File: src/rtl/seg_scan_ctrl.sv
// seg_scan_ctrl -- four-digit multiplexed seven-segment scan controller.
//
// Each digit owns a slot of SCAN_DIV+1 clk cycles. The first GUARD cycles of
// every slot keep all anodes off to avoid ghosting. The remaining cycles drive
// the anode and the segments of the current digit. A 16-bit shadow value and a
// 4-bit decimal-point shadow feed the display. These shadows change only at the
// frame boundary, where the digit index wraps from 3 back to 0, so one frame
// never mixes old and new data.
//
// Parameters
//   SCAN_DIV : slot length minus one, in clk cycles
//   GUARD    : anode-off cycles at the start of each slot (0 <= GUARD < SCAN_DIV)
//
// Ports
//   clk        in   rising-edge clock
//   rst        in   asynchronous, active-high reset
//   load_req   in   request to load value/dp_in, held until load_ack
//   value      in   four hex nibbles; value[3:0] is digit 0 (rightmost)
//   dp_in      in   per-digit decimal point, active-high
//   load_ack   out  one-cycle pulse when value/dp_in were captured
//   an         out  anode enables, active-low; an[i] drives digit i
//   seg        out  segments {g,f,e,d,c,b,a}, active-low
//   dp         out  decimal-point segment, active-low
//   frame_done out  one-cycle pulse at each frame boundary
//
// Optional feature
//   SEG_LZB_EN : when defined, leading-zero blanking is enabled. Digits 3..1
//                stay dark while they and every more-significant nibble are
//                zero. Digit 0 always shows.
module seg_scan_ctrl #(
    parameter int SCAN_DIV = 99999,
    parameter int GUARD    = 1000
) (
    input  logic        clk,
    input  logic        rst,
    input  logic        load_req,
    input  logic [15:0] value,
    input  logic [3:0]  dp_in,
    output logic        load_ack,
    output logic [3:0]  an,
    output logic [6:0]  seg,
    output logic        dp,
    output logic        frame_done
);

    localparam int CW = (SCAN_DIV > 0) ? $clog2(SCAN_DIV + 1) : 1;
    localparam logic [CW-1:0] CNT_MAX   = CW'(SCAN_DIV);
    localparam logic [CW-1:0] GUARD_CNT = CW'(GUARD);

    typedef enum logic [1:0] {ST_BLANK, ST_GUARD, ST_SHOW} state_t;

    state_t        state, state_n;
    logic [CW-1:0] cnt, cnt_n;
    logic [1:0]    idx, idx_n;
    logic [15:0]   shadow, shadow_n;
    logic [3:0]    shadow_dp, shadow_dp_n;
    logic          boundary, capture, lzb;
    logic [3:0]    an_n, nibble;
    logic [6:0]    seg_n;
    logic          dp_n;

    function automatic logic [6:0] hex_glyph(input logic [3:0] n);
        logic [6:0] g;
        case (n)
            4'h0: g = 7'b1000000;
            4'h1: g = 7'b1111001;
            4'h2: g = 7'b0100100;
            4'h3: g = 7'b0110000;
            4'h4: g = 7'b0011001;
            4'h5: g = 7'b0010010;
            4'h6: g = 7'b0000010;
            4'h7: g = 7'b1111000;
            4'h8: g = 7'b0000000;
            4'h9: g = 7'b0010000;
            4'hA: g = 7'b0001000;
            4'hB: g = 7'b0000011;
            4'hC: g = 7'b1000110;
            4'hD: g = 7'b0100001;
            4'hE: g = 7'b0000110;
            default: g = 7'b0001110;
        endcase
        return g;
    endfunction

`ifdef SEG_LZB_EN
    // True when digit i and every more-significant nibble are zero.
    function automatic logic leading_zero(input logic [15:0] s, input logic [1:0] i);
        logic z;
        case (i)
            2'd3:    z = (s[15:12] == 4'h0);
            2'd2:    z = (s[15:8] == 8'h00);
            2'd1:    z = (s[15:4] == 12'h000);
            default: z = 1'b0;
        endcase
        return z;
    endfunction
`endif

    // Next-state values. Outputs are decoded from these values, so the
    // registered outputs change on the same edge as the state.
    always_comb begin
        cnt_n       = (cnt == CNT_MAX) ? '0 : cnt + 1'b1;
        idx_n       = idx;
        state_n     = state;
        boundary    = 1'b0;
        if (cnt == CNT_MAX) begin
            if (state == ST_BLANK) begin
                // The first wrap ends BLANK and starts frame 0 at digit 0.
                idx_n    = 2'd0;
                boundary = 1'b1;
            end else begin
                idx_n    = idx + 2'd1;
                boundary = (idx == 2'd3);
            end
        end
        if (state != ST_BLANK || cnt == CNT_MAX) begin
            state_n = (cnt_n < GUARD_CNT) ? ST_GUARD : ST_SHOW;
        end

        capture     = boundary && load_req;
        shadow_n    = capture ? value : shadow;
        shadow_dp_n = capture ? dp_in : shadow_dp;

        nibble = shadow_n[{idx_n, 2'b00} +: 4];
`ifdef SEG_LZB_EN
        lzb = leading_zero(shadow_n, idx_n);
`else
        lzb = 1'b0;
`endif
        an_n  = 4'b1111;
        seg_n = 7'h7F;
        dp_n  = 1'b1;
        if (state_n == ST_SHOW && !lzb) begin
            an_n  = ~(4'b0001 << idx_n);
            seg_n = hex_glyph(nibble);
            dp_n  = ~shadow_dp_n[idx_n];
        end
    end

    always_ff @(posedge clk or posedge rst) begin
        if (rst) begin
            state      <= ST_BLANK;
            cnt        <= '0;
            idx        <= 2'd0;
            shadow     <= 16'h0000;
            shadow_dp  <= 4'h0;
            an         <= 4'b1111;
            seg        <= 7'h7F;
            dp         <= 1'b1;
            load_ack   <= 1'b0;
            frame_done <= 1'b0;
        end else begin
            state      <= state_n;
            cnt        <= cnt_n;
            idx        <= idx_n;
            shadow     <= shadow_n;
            shadow_dp  <= shadow_dp_n;
            an         <= an_n;
            seg        <= seg_n;
            dp         <= dp_n;
            load_ack   <= capture;
            frame_done <= boundary;
        end
    end

endmodule

File: config.mk
export PLATFORM = sky130hd
export DESIGN_NAME = seg_scan_ctrl
export DESIGN_NICKNAME = d
export VERILOG_FILES = /design/src/rtl/seg_scan_ctrl.sv
export SDC_FILE = /design/constraint.sdc
export NUM_CORES = 1
export LEC_CHECK = 0
export ABC_AREA = 1
export CORE_UTILIZATION = 28
export CTS_CLUSTER_SIZE = 30
export DETAILED_ROUTE_END_ITERATION = 7
export PLACE_DENSITY = 0.51
export SYNTH_ARGS = -nofsm -noshare
export SYNTH_HDL_FRONTEND = slang
export SYNTH_SLANG_ARGS = --single-unit
File: constraint.sdc
create_clock -name clk -period 3.2 [get_ports clk]
set_input_delay 0.96 -clock clk [delete_from_list [all_inputs] [get_ports clk]]
set_output_delay 0.96 -clock clk [all_outputs]
set_load 0.01 [all_outputs]
After elaboration in Yosys (flattened, before gate mapping)
Memory sizes are Yosys's and may differ from the RTL's.
Cells that the tools add are included.
- bitwise logic cells: 2
- add/sub/neg operators: 2
- $mul: 0
- div/mod/pow operators: 0
- reduce and logical (&&, ||, !) cells: 4
- shift-type cells: 2
- eq/ne operators: 3
- muxes and demuxes: 14
- magnitude comparators: 2
- operator list (kind ; count):
    $add A17 B1 Y17 const B ; 1
    $eq A17 B17 Y1 const B ; 1
    $lt A17 B10 Y1 const B ; 1
    $mux W17 ; 1
    $mux W16 ; 1
    $shiftx A16 B5 Y4 ; 1
    $mux W2 ; 4
    $mux W4 ; 2
    $mux W7 ; 1
    $eq A2 B2 Y1 const B ; 2
    $mux W1 ; 4
    $not A4 Y4 ; 1
    $shl A1 B2 Y4 const A ; 1
    $lt A2 B3 Y1 const B ; 1
    $add A2 B1 Y2 const B ; 1
    $bmux W1 S2 ; 1
    $logic_not A2 Y1 ; 1
    $reduce_bool A2 Y1 ; 1
    $logic_and A1 B1 Y1 ; 1
    $logic_or A1 B1 Y1 ; 1
    $not A1 Y1 ; 1
- logic and storage cells: 40
- memory bits (read-only): 112
- input port bits: 23
- memories: 1
- bits in registers: 55
- output and inout bits: 14
- memory bits (writable): 0
- bits in latches: 0
- memories (name ; words ; bits a word ; read ports ; clocked after memory_dff ; wr ports ; line ; text):
    (no name shown) ; 16 ; 7 ; 1 ; 0 ; 0 ; 64 ; case (n)

Logic depth before layout (Yosys ltp)
Gate-level depths: netlist of run 1.
- depth in word-level cells: 9
- mapped depth: 19
- gate-level depth less buffers: 18

Worst setup path before layout of run 1
No wires, ideal clock.
- kind: input to register
- from: input load_req
- to: register seg[3]
- setup time: 0.083 ns
- data required time: 3.117 ns
- path buffers: 2
- setup slack: 0.636 ns
- cell stages on the path: 14
- data arrival time: 2.481 ns
- cell sequence: clkbuf_1 -> nand3_2 -> buf_2 -> nand2_1 -> nand2_1 -> nand2_1 -> nand2_1 -> nor2_2 -> inv_1 -> ha_1 -> o21ai_1 -> nand2_1 -> nand2_1 -> nand3_1
- cells in the longest elaborated chain, start to end: 5
- RTL lines (element ; line ; text):
    start, declared ; 36 ; input logic load_req,
    $logic_and A1 B1 Y1 ; 120 ; capture = boundary && load_req;
    $mux W16 ; 121 ; shadow_n = capture ? value : shadow;
    net shadow_n[9] ; 55 ; logic [15:0] shadow, shadow_n;
    $shiftx A16 B5 Y4 ; 124 ; nibble = shadow_n[{idx_n, 2'b00} +: 4];
    $mem_v2 Z16 W7 ; -- ;
    $mux W7 ; 133 ; if (state_n == ST_SHOW && !lzb) begin
    net seg_n[3] ; 59 ; logic [6:0] seg_n;
    end signal, assigned ; 159 ; seg <= seg_n;
    end, declared ; 41 ; output logic [6:0] seg,
The timed path passes the listed nets, and every way through them passes these cells.

Final worst setup path of run 1
- from: register cnt[0]
- to: register seg[4]
- elaborated cells between the ends (all ways): 15
- classes of those cells: add/sub (1); order compare (1); eq/ne (2); shift (1); mux (7); reduce/logical (2); memory (1)
- RTL lines (element ; line ; text):
    start, declared ; 53 ; logic [CW-1:0] cnt, cnt_n;
    start signal, assigned ; 154 ; cnt <= cnt_n;
    $eq A17 B17 Y1 ; 106 ; if (cnt == CNT_MAX) begin
    $mux W2 ; 106 ;
    net idx_n[1] ; 54 ; logic [1:0] idx, idx_n;
    $shiftx A16 B5 Y4 ; 124 ;
    $mem_v2 Z16 W7 ; -- ;
    $mux W7 ; 133 ;
    net seg_n[4] ; 59 ;
The timed path passes the listed nets, and every way through them passes these cells.

==> impl_metrics.json, run 1 <==
{
  "start_util_pct": 29.30,
  "num_rows": 37,
  "grt-ovfl-total": 0,
  "leakagePower_nw": 1.954,
  "portBuffers": 36,
  "finalWorstPathRequiredPeriod_ps": 2786,
  "syn_area_um2": 3065,
  "cts.sinks": 55,
  "numPlacedInstances": 578,
  "pwr-share-clk_pct": 36.5,
  "status": "finished, final reports clean",
  "htree_levels": 2,
  "drive_above_1_share_pct": 16.22,
  "grt_use_met3_pct": 2.371,
  "setup_viol": 0,
  "grt_start_max_net_pins": 56,
  "synth_cell_types": 30,
  "drcViolationCount": 0,
  "globalplace.congestion": 0.8290,
  "crit_path_max_fanout": 10,
  "arrival_ps": 3060,
  "ys_warn_count": 0,
  "skew_ps": 12.38,
  "die_area_um2": 11370,
  "worst_hold_slack_ps": 481.1,
  "rsz0062_at_grt": "false",
  "use_met1_pct": 18.30,
  "critical_path_class": "flip-flop to flip-flop",
  "synth.avg_cell_area_um2": 7.625,
  "use_met2_pct": 20.83,
  "cts_tree": "yes",
  "crit_required_ps": 3470,
  "globalRoute.busiestLayer": "met2",
  "internal_power_uw": 883.8,
  "fin_util_pct": 35.65,
  "fin_crit_sh_pct": 87.06,
  "finalPower_mw": 1.166,
  "stdcell_count": 586,
  "wl_per_cell_um": 11.89,
  "die_h_um": 106.6,
  "slew_headroom_pct": 52.71,
  "antennaDiodeCount": 0,
  "synth_cells": 402,
  "track_usage_pct": 13.20,
  "share_comb_of_total_power_pct": 3.8,
  "cts_buffer_depth": 2,
  "die_w_um": 106.6,
  "grt_pass1_vias": 2530,
  "hold_buffers": 0,
  "tns_ps": 0,
  "ant_nets": 0,
  "dr.pass1.iters": 4,
  "tightest_slew_ps": 709.4,
  "netSwitchingFraction_pct": 24.19,
  "seq_power_share_pct": 59.7,
  "fillCellCount": 1114,
  "drt_iter0_drc": 107,
  "clockRootBuffer": "clkbuf_8",
  "cts.clk_slew.worst_paths_ps": 110,
  "switching_power_uw": 282.0,
  "power.density_nw_per_um2": 312.5,
  "cts_buffers": 5,
  "grt_pass1_wl_mm": 11.83,
  "place_hpwl_mm": 5.181,
  "timing_max_transition_violations_final": 0,
  "area_delta_synth_final_pct": 21.67,
  "post_cts_resize_count": 0,
  "wl_mm": 6.968,
  "ir_drop_mv": 0.1523,
  "nets": 479,
  "viasPerCell": 4.316,
  "syn_nets": 432,
  "io_pins": 37,
  "postCtsSetupBuffers": 0,
  "cp-end-kind": "flip-flop",
  "cap_violations": 0,
  "core_area_um2": 10460,
  "hp-class": "flip-flop to flip-flop",
  "vias": 2529,
  "hold_viol": 0,
  "synth-seq-cells": 55,
  "antenna_found_initial": 0,
  "critPathLaunchType": "flip-flop",
  "insertion_delay_ps": 320,
  "ys_seq_area_share_pct": 45.39,
  "fmax_mhz": 359.0
}
==> state kept, by name (all words and copies together) (netlist names) <==
register	flops
cnt	17
shadow	16
seg	7
an	4
shadow_dp	4
idx	2
state	2
dp	1
frame_done	1
load_ack	1
==> area by class of cell <==
class | count | area, um2 | area share, %
Inverter | 55 | 206.4 | 5.535
Clock inverter | 3 | 27.53 | 0.7380
Sequential cell | 55 | 1391 | 37.30
Clock buffer | 5 | 68.82 | 1.845
Timing Repair Buffer | 47 | 442.9 | 11.88
Tap cell | 136 | 170.2 | 4.562
Multi-Input combinational cell | 285 | 1423 | 38.14
==> cells in the mapped netlist <==
| master | n | area share, % |
|---|---|---|
| nor2_4 | 9 | 3.3 |
| nand3_2 | 3 | 0.98 |
| o21ai_1 | 2 | 0.33 |
| buf_2 | 3 | 0.49 |
| nor2_8 | 1 | 0.65 |
| ha_1 | 7 | 2.9 |
| o21bai_1 | 1 | 0.24 |
| nand2_1 | 143 | 18 |
| o21ai_0 | 5 | 0.82 |
| nand2_2 | 8 | 1.6 |
| clkbuf_1 | 1 | 0.12 |
| xor2_1 | 4 | 1.1 |
| buf_4 | 2 | 0.49 |
| or2_2 | 4 | 0.82 |
| nand4_1 | 11 | 2.2 |
| inv_1 | 46 | 5.6 |
| nand2_4 | 3 | 1.1 |
| clkinv_1 | 1 | 0.12 |
| nor2_1 | 38 | 4.7 |
| a21oi_1 | 2 | 0.33 |
| nor3_1 | 4 | 0.65 |
| nand3_1 | 33 | 5.4 |
| xnor2_1 | 1 | 0.29 |
| dfrtp_1 | 43 | 35 |
| dfstp_2 | 12 | 10 |
| nand4_2 | 1 | 0.41 |
| nand3b_1 | 1 | 0.24 |
| inv_2 | 8 | 0.98 |
| buf_6 | 1 | 0.37 |
| nor2_2 | 4 | 0.82 |
==> per-layer routing <==
metal	wire, um	vias up
met2	3078	37
met5	0	-
li1	-	1332
met3	248	10
met4	116	0
met1	3525	1150
==> cell usage in the layout (no fill, tap or decap), types with 7 or more instances in the layout <==
cell type,count
nand2_1,143
nor2_1,38
dfstp_2,12
nor2_4,9
nand3_1,33
inv_2,9
buf_4,11
nand4_1,11
ha_1,7
dfrtp_1,43
clkdlybuf4s50_1,36
inv_1,45
nand2_2,8
==> metrics by stage <==
step / setup slack, ps / area [um2]
after floorplan: 636.1 / 3065
after global placement: 249.5 / 3633
after detailed placement: 198.9 / 3633
after CTS: 373.2 / 3730
after global routing: 31.16 / 3730
final: 414.1 / 3730
==> path summary, 6_finish.rpt <==
kind                         from  cells past startpoint        end  slack (ps)
setup / recovery           cnt[0]                     18     seg[4]         410
setup reg to reg           cnt[0]                     18     seg[4]         410
hold reg to reg            cnt[0]                      1     cnt[0]         480
min in group asynchronous     rst                      3  shadow[6]        1150
max in group asynchronous     rst                      3    cnt[16]        1570
hold / removal             cnt[0]                      1     cnt[0]         480
==> worst max-delay path: stages (launching register included) <==
cell and delay (ps):
dfrtp_1 400, ha_1 180, nand2_1 100, nor2_4 160
nand3_1 140, nor2_4 260, buf_4 180, nand2_1 50
nand2_2 140, nor2_4 80, nand2_1 70, nand2_1 60
nor2_2 220, inv_1 120, buf_4 150, ha_1 190
nand2_1 70, nand3_1 100, nand2_1 90
==> kinds of logic (layout without fill, tap and decap cells) <==
| family | count (synthesis) | after routing | synth area share (%) |
|---|---|---|---|
| buf+inv | 62 | 110 | 8.204 |
| flops | 55 | 55 | 45.39 |
| compound gates | 10 | 10 | 1.714 |
| xor+xnor | 5 | 5 | 1.429 |
| fa+ha+maj | 7 | 7 | 2.857 |
| simple gates | 263 | 263 | 40.41 |
==> power by group through the flow <==
stage	registers [mW]	logic, mW	clock network (mW)
final	0.696	0.0447	0.425
after global routing	0.696	0.0502	0.456
after CTS	0.696	0.0466	0.435
after detailed placement	0.708	0.0460	0
after global placement	0.708	0.0467	0
after floorplan	0.708	0.0116	0
Note: power is estimated with default switching activity, not from simulation.
==> run 2, diff against run 1 <==
--- a/config.mk
+++ b/config.mk
@@ -10,6 +10,7 @@
 export CTS_CLUSTER_SIZE = 30
 export DETAILED_ROUTE_END_ITERATION = 7
 export PLACE_DENSITY = 0.51
+export RECOVER_POWER = 50
 export SYNTH_ARGS = -nofsm -noshare
 export SYNTH_HDL_FRONTEND = slang
 export SYNTH_SLANG_ARGS = --single-unit
==> impl_metrics.json, run 2 (synthesis results as in run 1) <==
{
  "nets": 479,
  "grt_start_max_net_pins": 56,
  "finalWorstPathRequiredPeriod_ps": 2787,
  "largest_register_ffs": 17,
  "insertion_delay_ps": 320,
  "place_hpwl_mm": 5.181,
  "dr_wl_met3_um": 247,
  "fin_crit_sh_pct": 87.10,
  "dr.pass1.iters": 6,
  "cts_tree": "yes",
  "top_regs": "cnt: 17 flops, shadow: 16 flops, seg: 7 flops",
  "met1_length_mm": 3.514,
  "regMostFlops": "cnt",
  "grt-ovfl-total": 0,
  "clockRootBuffer": "clkbuf_8",
  "slew_headroom_pct": 8.081,
  "worstHoldPathCells": 1,
  "viasPerCell": 4.280,
  "cts_buffers": 5,
  "drcViolationCount": 0,
  "hp-class": "flip-flop to flip-flop",
  "top_layer": "met4",
  "mostFrequentLayoutCell": "nand2_1",
  "tightest_slew_ps": 1379,
  "core_area_um2": 10460,
  "antennaDiodeCount": 0,
  "die_h_um": 106.6,
  "area_delta_synth_final_pct": 20.98,
  "cts.clk_slew.worst_paths_ps": 110,
  "vias": 2508,
  "cts.sinks": 55,
  "die_w_um": 106.6,
  "fmax_mhz": 358.8,
  "critical_path_class": "flip-flop to flip-flop",
  "crit_required_ps": 3470,
  "arrival_ps": 3060,
  "status": "finished, final reports clean",
  "postCtsSetupBuffers": 0,
  "r2r_cells": 18,
  "r2r-start": "cnt[0]",
  "leakagePower_nw": 1.946,
  "timing_max_transition_violations_final": 0,
  "die_area_um2": 11370,
  "skew_ps": 11.77,
  "start_util_pct": 29.30,
  "drt_iter0_drc": 97,
  "crit_path_max_fanout": 10,
  "num_rows": 37,
  "hold_start": "cnt[0]",
  "wl_per_cell_um": 11.89,
  "grt_pass1_wl_mm": 11.83,
  "cap_violations": 0,
  "power.density_nw_per_um2": 313.6,
  "portBuffers": 36,
  "critPathLaunchType": "flip-flop",
  "drive_above_1_share_pct": 15.11,
  "post_cts_resize_count": 0,
  "antenna_found_initial": 0,
  "htree_levels": 2,
  "crit_start": "cnt[0]",
  "setup_viol": 0,
  "wl_mm": 6.970,
  "worst_hold_slack_ps": 481.4,
  "hold_viol": 0,
  "ir_drop_mv": 0.1517,
  "rsz0062_at_grt": "false",
  "track_usage_pct": 13.20,
  "cp-end-kind": "flip-flop",
  "layout_common_cells": "144 x nand2_1, 45 x inv_1, 43 x dfrtp_1",
  "cts_buffer_depth": 2,
  "hold_buffers": 0,
  "tns_ps": 0,
  "io_pins": 37,
  "globalplace.congestion": 0.8290,
  "wl_met2_mm": 3.091,
  "grt_pass1_vias": 2530,
  "ant_nets": 0
}
## run 2: final cells by class
cell class / count / area [um2]
fillers: 1120 / 6754
multi-input cells: 285 / 1408
flip-flops and latches: 55 / 1391
repair buffers: 47 / 436.7
inverters: 55 / 206.4
well taps: 136 / 170.2
clock buffers: 5 / 68.82
clock inverters: 3 / 27.53
## run 2: layer usage
metal	track usage, %	vias to the layer above
met1	18.30	1133
met5	0	-
met2	20.83	37
met3	2.371	10
li1	-	1328
met4	4.110	0
## run 2: worst paths after layout
kind                        endpoint  slack (ps)
max in group asynchronous    cnt[16]         820
min in group asynchronous  shadow[3]        1550
hold / removal                cnt[0]         480
setup / recovery              seg[4]         410
hold reg to reg               cnt[0]         480
setup reg to reg              seg[4]         410
## run 2: power breakdown
group	total [mW]	switching (mW)	internal, mW	leakage, nW
clock network	0.424	0.260	0.163	0.0467
registers	0.696	0	0.696	0.713
logic	0.0439	0.0196	0.0243	1.19
total	1.16	0.280	0.883	1.95
## run 2: stage by stage
stage	setup WS, ps	instances	area, um2	util [%]	total power, mW
finish	412.9	586	3709	35.45	1.163
global route	54.88	586	3709	35.45	1.202
CTS	373.2	586	3730	35.65	1.177
floorplan	636.1	402	3065	-	0.7200
global placement	249.5	578	3633	34.73	0.7551
detailed placement	198.9	578	3633	34.73	0.7544
## run 2: critical path: stages (launching register included)
cell and delay [ps]:
dfrtp_1 390, ha_1 170, nand2_1 100, nor2_4 140, nand3_1 140, nor2_4 260
clkbuf_1 180, nand2_1 80, nand2_2 140, nor2_4 80, nand2_1 70, nand2_1 60
nor2_2 220, inv_1 120, buf_4 150, ha_1 180, nand2_1 70, nand3_1 100
nand2_1 90
==> RTL change 1: new RTL, config.mk and constraints of run 2 <==
Register the output `seg` once more, without a reset; this adds one clock of latency there. The other outputs are not delayed to match.
--- a/src/rtl/seg_scan_ctrl.sv
+++ b/src/rtl/seg_scan_ctrl.sv
@@ -48,6 +48,8 @@
     localparam logic [CW-1:0] GUARD_CNT = CW'(GUARD);
 
     typedef enum logic [1:0] {ST_BLANK, ST_GUARD, ST_SHOW} state_t;
+
+    logic [6:0] seg_s0;
 
     state_t        state, state_n;
     logic [CW-1:0] cnt, cnt_n;
@@ -145,7 +147,7 @@
             shadow     <= 16'h0000;
             shadow_dp  <= 4'h0;
             an         <= 4'b1111;
-            seg        <= 7'h7F;
+            seg_s0     <= 7'h7F;
             dp         <= 1'b1;
             load_ack   <= 1'b0;
             frame_done <= 1'b0;
@@ -156,12 +158,16 @@
             shadow     <= shadow_n;
             shadow_dp  <= shadow_dp_n;
             an         <= an_n;
-            seg        <= seg_n;
+            seg_s0     <= seg_n;
             dp         <= dp_n;
             load_ack   <= capture;
             frame_done <= boundary;
         end
     end
 
+    always_ff @(posedge clk) begin
+        seg <= seg_s0;
+    end
+
 endmodule
 
Behaviour: no difference found for any inputs over 10 cycles, from zero or initial values and one cycle with rst high; that may be too few to reach the edited logic, so the function may still have changed.
==> RTL change 1 against run 2 <==
Cell count increased by 2.0%; area after synthesis is 4.6% higher; sequential cell count rose by 7; combinational power grew 3%; wire length increased by 2.7%; total power grew 60%; design area rose by 8.6%; non-clock buffer count shrank 7; via count is 4.7% higher; sequential power up 13%; setup slack lost 0.018 ns; critical endpoint is now seg_s0[0].
==> RTL change 1: results (changes against run 2) <==
[run_status]
outcome=finished clean

[timing]
worst_pin_slew_ns=1.37  ; -0.0104 ns
clock_skew_ns=0.00974  ; -0.00202 ns
fin_hold_ws_ns=0.397  ; -0.0848 ns
post-route-period-util_pct=87.7  ; +0.57 points

[global_routing]
met1_usage_pct=18.9  ; +0.63 points
met2_usage_pct=20.3  ; -0.57 points
grt_pass1_wl_mm=12.3  ; +4.1%
grt_use_total_pct=13.7  ; +0.46 points
grt.met3_usage_pct=2.99  ; +0.62 points

[worst_setup_path]
cp_max_fo=14  ; +4
arrival_ns=3.07  ; about the same
regToRegSetupSlack_ns=0.39  ; -0.02 ns
rr_startpoint=cnt[0]
r2r-end=seg_s0[0]

[routing]
drt-total-wl_mm=7.16  ; +2.7%
drt-initial-drc-count=208  ; +110%
first_pass_iters=4  ; -2
vias=2626  ; +4.7%

[placed_design]
post_dp_cell_area_um2=3730  ; +2.5%
gp_congestion=0.857  ; +3.4%
hpwl_mm=5.31  ; +2.4%
port_buffers=36  ; unchanged
place_ws_ns=0.0808  ; -0.118 ns
dp.cells=582  ; +0.69%

[clock_network]
htreeDepth=3  ; +1
clkSlewWorstSetupHoldPaths_ns=0.06  ; -0.05 ns
numCtsBuffers=9  ; +4
cts_root_buf=clkbuf_16

[finish]
reg_top3=cnt x17, shadow x16
finalNonFillerCells=598  ; +2.0%
finalNetCount=483  ; +0.84%
drive_gt1_share_pct=14.6  ; -0.48 points
diodes=0  ; unchanged

[pwr]
total_leakage_power_nw=2.08  ; +6.9%
intPower_mw=1.48  ; +68%
ir_drop_uv=206  ; +36%
seqPwrFrac_pct=42.1  ; -18 points
comb-power_mw=0.0453  ; +3%
power_frac_comb_pct=2.4  ; -1.4 points

[logic_synthesis]
synth_top_flop_cell=dfrtp_1
synth_xor_area_share_pct=1.37  ; -0.062 points
synthArstFlopShare_pct=88.7  ; -11 points
synth_common_cells=143 x nand2_1, 46 x inv_1, 43 x dfrtp_1
avgSynthCellArea_um2=7.84  ; +2.8%
synthesis.nets=439  ; +1.6%
yosysSeqAreaShare_pct=47.8  ; +2.4 points
synth_fa_ha_area_share_pct=2.73  ; -0.12 points
synth_compound_area_share_pct=1.64  ; -0.075 points
netlist_top_cells_area=dfrtp_1 34%, nand2_1 17%, dfstp_2 9.8%, inv_1 5.4%, nand3_1 5.2%
ys_types=31  ; +3.3%

[min_path]
min_from=seg_s0[1]
hold_depth=0  ; -1
worstHoldEndpoint=seg[1]

-- RTL change 1: worst max-delay path: stages (launching register included) --
cell and delay (ns):
dfrtp_1 0.37, ha_1 0.17, nand2_1 0.10, nor2_4 0.14
nand3_1 0.13, nor2_4 0.23, nand3_2 0.33, inv_2 0.29
nand2_1 0.08, nand2_1 0.08, nand2_1 0.05, nand2_1 0.09
inv_1 0.05, nand2_1 0.10, ha_1 0.22, inv_1 0.07
nand2_1 0.08, nand3_1 0.07, nand3_1 0.08
-- RTL change 1: per-layer routing --
metal / routed length, µm / up-vias
met5: 0 / -
met4: 136 / 0
met3: 291 / 11
met2: 3140 / 49
met1: 3590 / 1208
li1: - / 1358
-- RTL change 1: final cells by class --
| cell class | instances | area (µm²) |
|---|---|---|
| fill | 1128 | 6960 |
| sequential | 62 | 1530 |
| multi-input combinational | 285 | 1400 |
| timing repair buffer | 40 | 384 |
| clock buffer | 11 | 264 |
| inverter | 55 | 206 |
| tap | 140 | 175 |
| clock inverter | 5 | 63.8 |
==> RTL change 2: new RTL, flow settings as in run 2 <==
Without the edit above. Set the parameter `SCAN_DIV` to 24999 (it was 99999).
--- a/src/rtl/seg_scan_ctrl.sv
+++ b/src/rtl/seg_scan_ctrl.sv
@@ -28,7 +28,7 @@
 //                stay dark while they and every more-significant nibble are
 //                zero. Digit 0 always shows.
 module seg_scan_ctrl #(
-    parameter int SCAN_DIV = 99999,
+    parameter int SCAN_DIV = 24999,
     parameter int GUARD    = 1000
 ) (
     input  logic        clk,
Function: no difference found for any inputs over 10 cycles, from zero or initial values and one cycle with rst high; that may be too few to reach the edited logic, so the function may still have changed.
==> RTL change 2 against run 2 <==
Wire length increased by 15%; cell count is 3.9% higher; area after synthesis is 3.5% higher; core utilization fell by 0.30 points; design area up 3.6%; combinational power increased by 15%; total power grew 10%; synthesized cell count is 6.0% higher; setup slack better by 0.088 ns; maximum frequency rose by 3.3%; sequential power fell by 3.7%; sequential cell count fell by 2.
==> RTL change 2: results (changes against run 2) <==
[worst_setup_path]
cp_max_fo=16  ; +6
arrival_ns=2.95  ; -0.11 ns

[run_status]
outcome=finished clean

[routing]
first_pass_iters=4  ; -2
drt-total-wl_mm=7.99  ; +15%

[finish]
nNonClkBuffers=42  ; -11%
n_fill_cell=1169  ; +4.4%
nonClkBufAreaFrac_pct=10.5  ; -1.3 points
multi_input_area_share_pct=39.6  ; +1.7 points
drive_gt1_share_pct=17.9  ; +2.8 points
reg_top3=shadow x16, cnt x15, seg x7
sh_seq_area_pct=34.9  ; -2.6 points
multi_input_cells=298  ; +4.6%
clk_share_pct=3.81  ; +1.2 points
finalNetCount=498  ; +4.0%

[placed_design]
gp_congestion=0.846  ; +2.0%
hpwl_mm=6.09  ; +18%

[global_routing]
grt_pass1_wl_mm=14.0  ; +18%
grt_use_total_pct=15.6  ; +2.4 points
grt_max_degree=54  ; -3.6%

[timing]
clock_skew_ns=0.00922  ; -0.00255 ns
relSlewSlack_pct=9.13  ; +1.0 points

[logic_synthesis]
netlist_top_cells_area=dfrtp_1 32%, nand2_1 14%, dfstp_2 9.9%, inv_1 6.7%, nor2_1 6.0%
synth_common_cells=120 x nand2_1, 57 x inv_1, 51 x nor2_1
synth_fa_ha_area_share_pct=2.76  ; -0.097 points
synth.area.mux_share_pct=0.315  ; +0.32 points
synth_xor_area_share_pct=1.10  ; -0.32 points
yosysSeqAreaShare_pct=42.3  ; -3.1 points
synthesis.nets=456  ; +5.6%

[clock_network]
clkSlewWorstSetupHoldPaths_ns=0.07  ; -0.04 ns
cts_root_buf=clkbuf_16
clock_latency_ns=0.30  ; -0.02 ns

[pwr]
ir_drop_uv=175  ; +15%
total_leakage_power_nw=1.98  ; +1.8%

[RTL change 2: worst max-delay path, stage by stage]
cell	delay (ns)
clkdlybuf4s50_1	0.59
nand3_4	0.25
inv_2	0.19
nand2_1	0.08
nand2_2	0.07
nand2_1	0.05
nand2_1	0.09
inv_1	0.04
nand2_1	0.10
ha_1	0.22
inv_1	0.08
nand2_1	0.07
nand3_1	0.07
nand3_1	0.08
[RTL change 2: routing by layer]
metal  wire (µm)  track usage (%)  vias up
met5           0                0        -
met4         209             7.14        0
met3         226             3.01       15
met2        3730             25.9       44
met1        3830             19.5     1277
li1            -                -     1389
[RTL change 2: path summary, 6_finish.rpt]
| kind | end | from | slack, ns | cells past startpoint |
|---|---|---|---|---|
| worst max-delay path | seg[3] | load_req | 0.50 | 14 |
| max in group asynchronous | shadow[6] | rst | 0.83 | 3 |
| worst min register to register | cnt[0] | cnt[0] | 0.47 | 1 |
| min in group asynchronous | cnt[14] | rst | 1.56 | 3 |
| worst min-delay path | cnt[0] | cnt[0] | 0.47 | 1 |
| worst max register to register | seg[3] | cnt[0] | 0.59 | 18 |
[RTL change 2: stage by stage]
stage | hold slack, ns | utilization [%] | instance area [µm²] | std cells | setup slack [ns]
finish | 0.473 | 35.1 | 3840 | 609 | 0.501
global route | 0.492 | 35.1 | 3840 | 609 | 0.264
CTS | 0.474 | 35.3 | 3860 | 609 | 0.497
detailed placement | 0.460 | 34.0 | 3710 | 601 | 0.192
global placement | 0.458 | 34.0 | 3710 | 601 | 0.206
floorplan | 0.431 | - | 3170 | 426 | 0.791
[RTL change 2: report_power, final]
part / switching (mW) / total (mW) / internal, mW
Combinational: 0.0245 / 0.0503 / 0.0258
Clock: 0.269 / 0.561 / 0.293
Sequential: 0 / 0.670 / 0.670
Total: 0.293 / 1.28 / 0.988
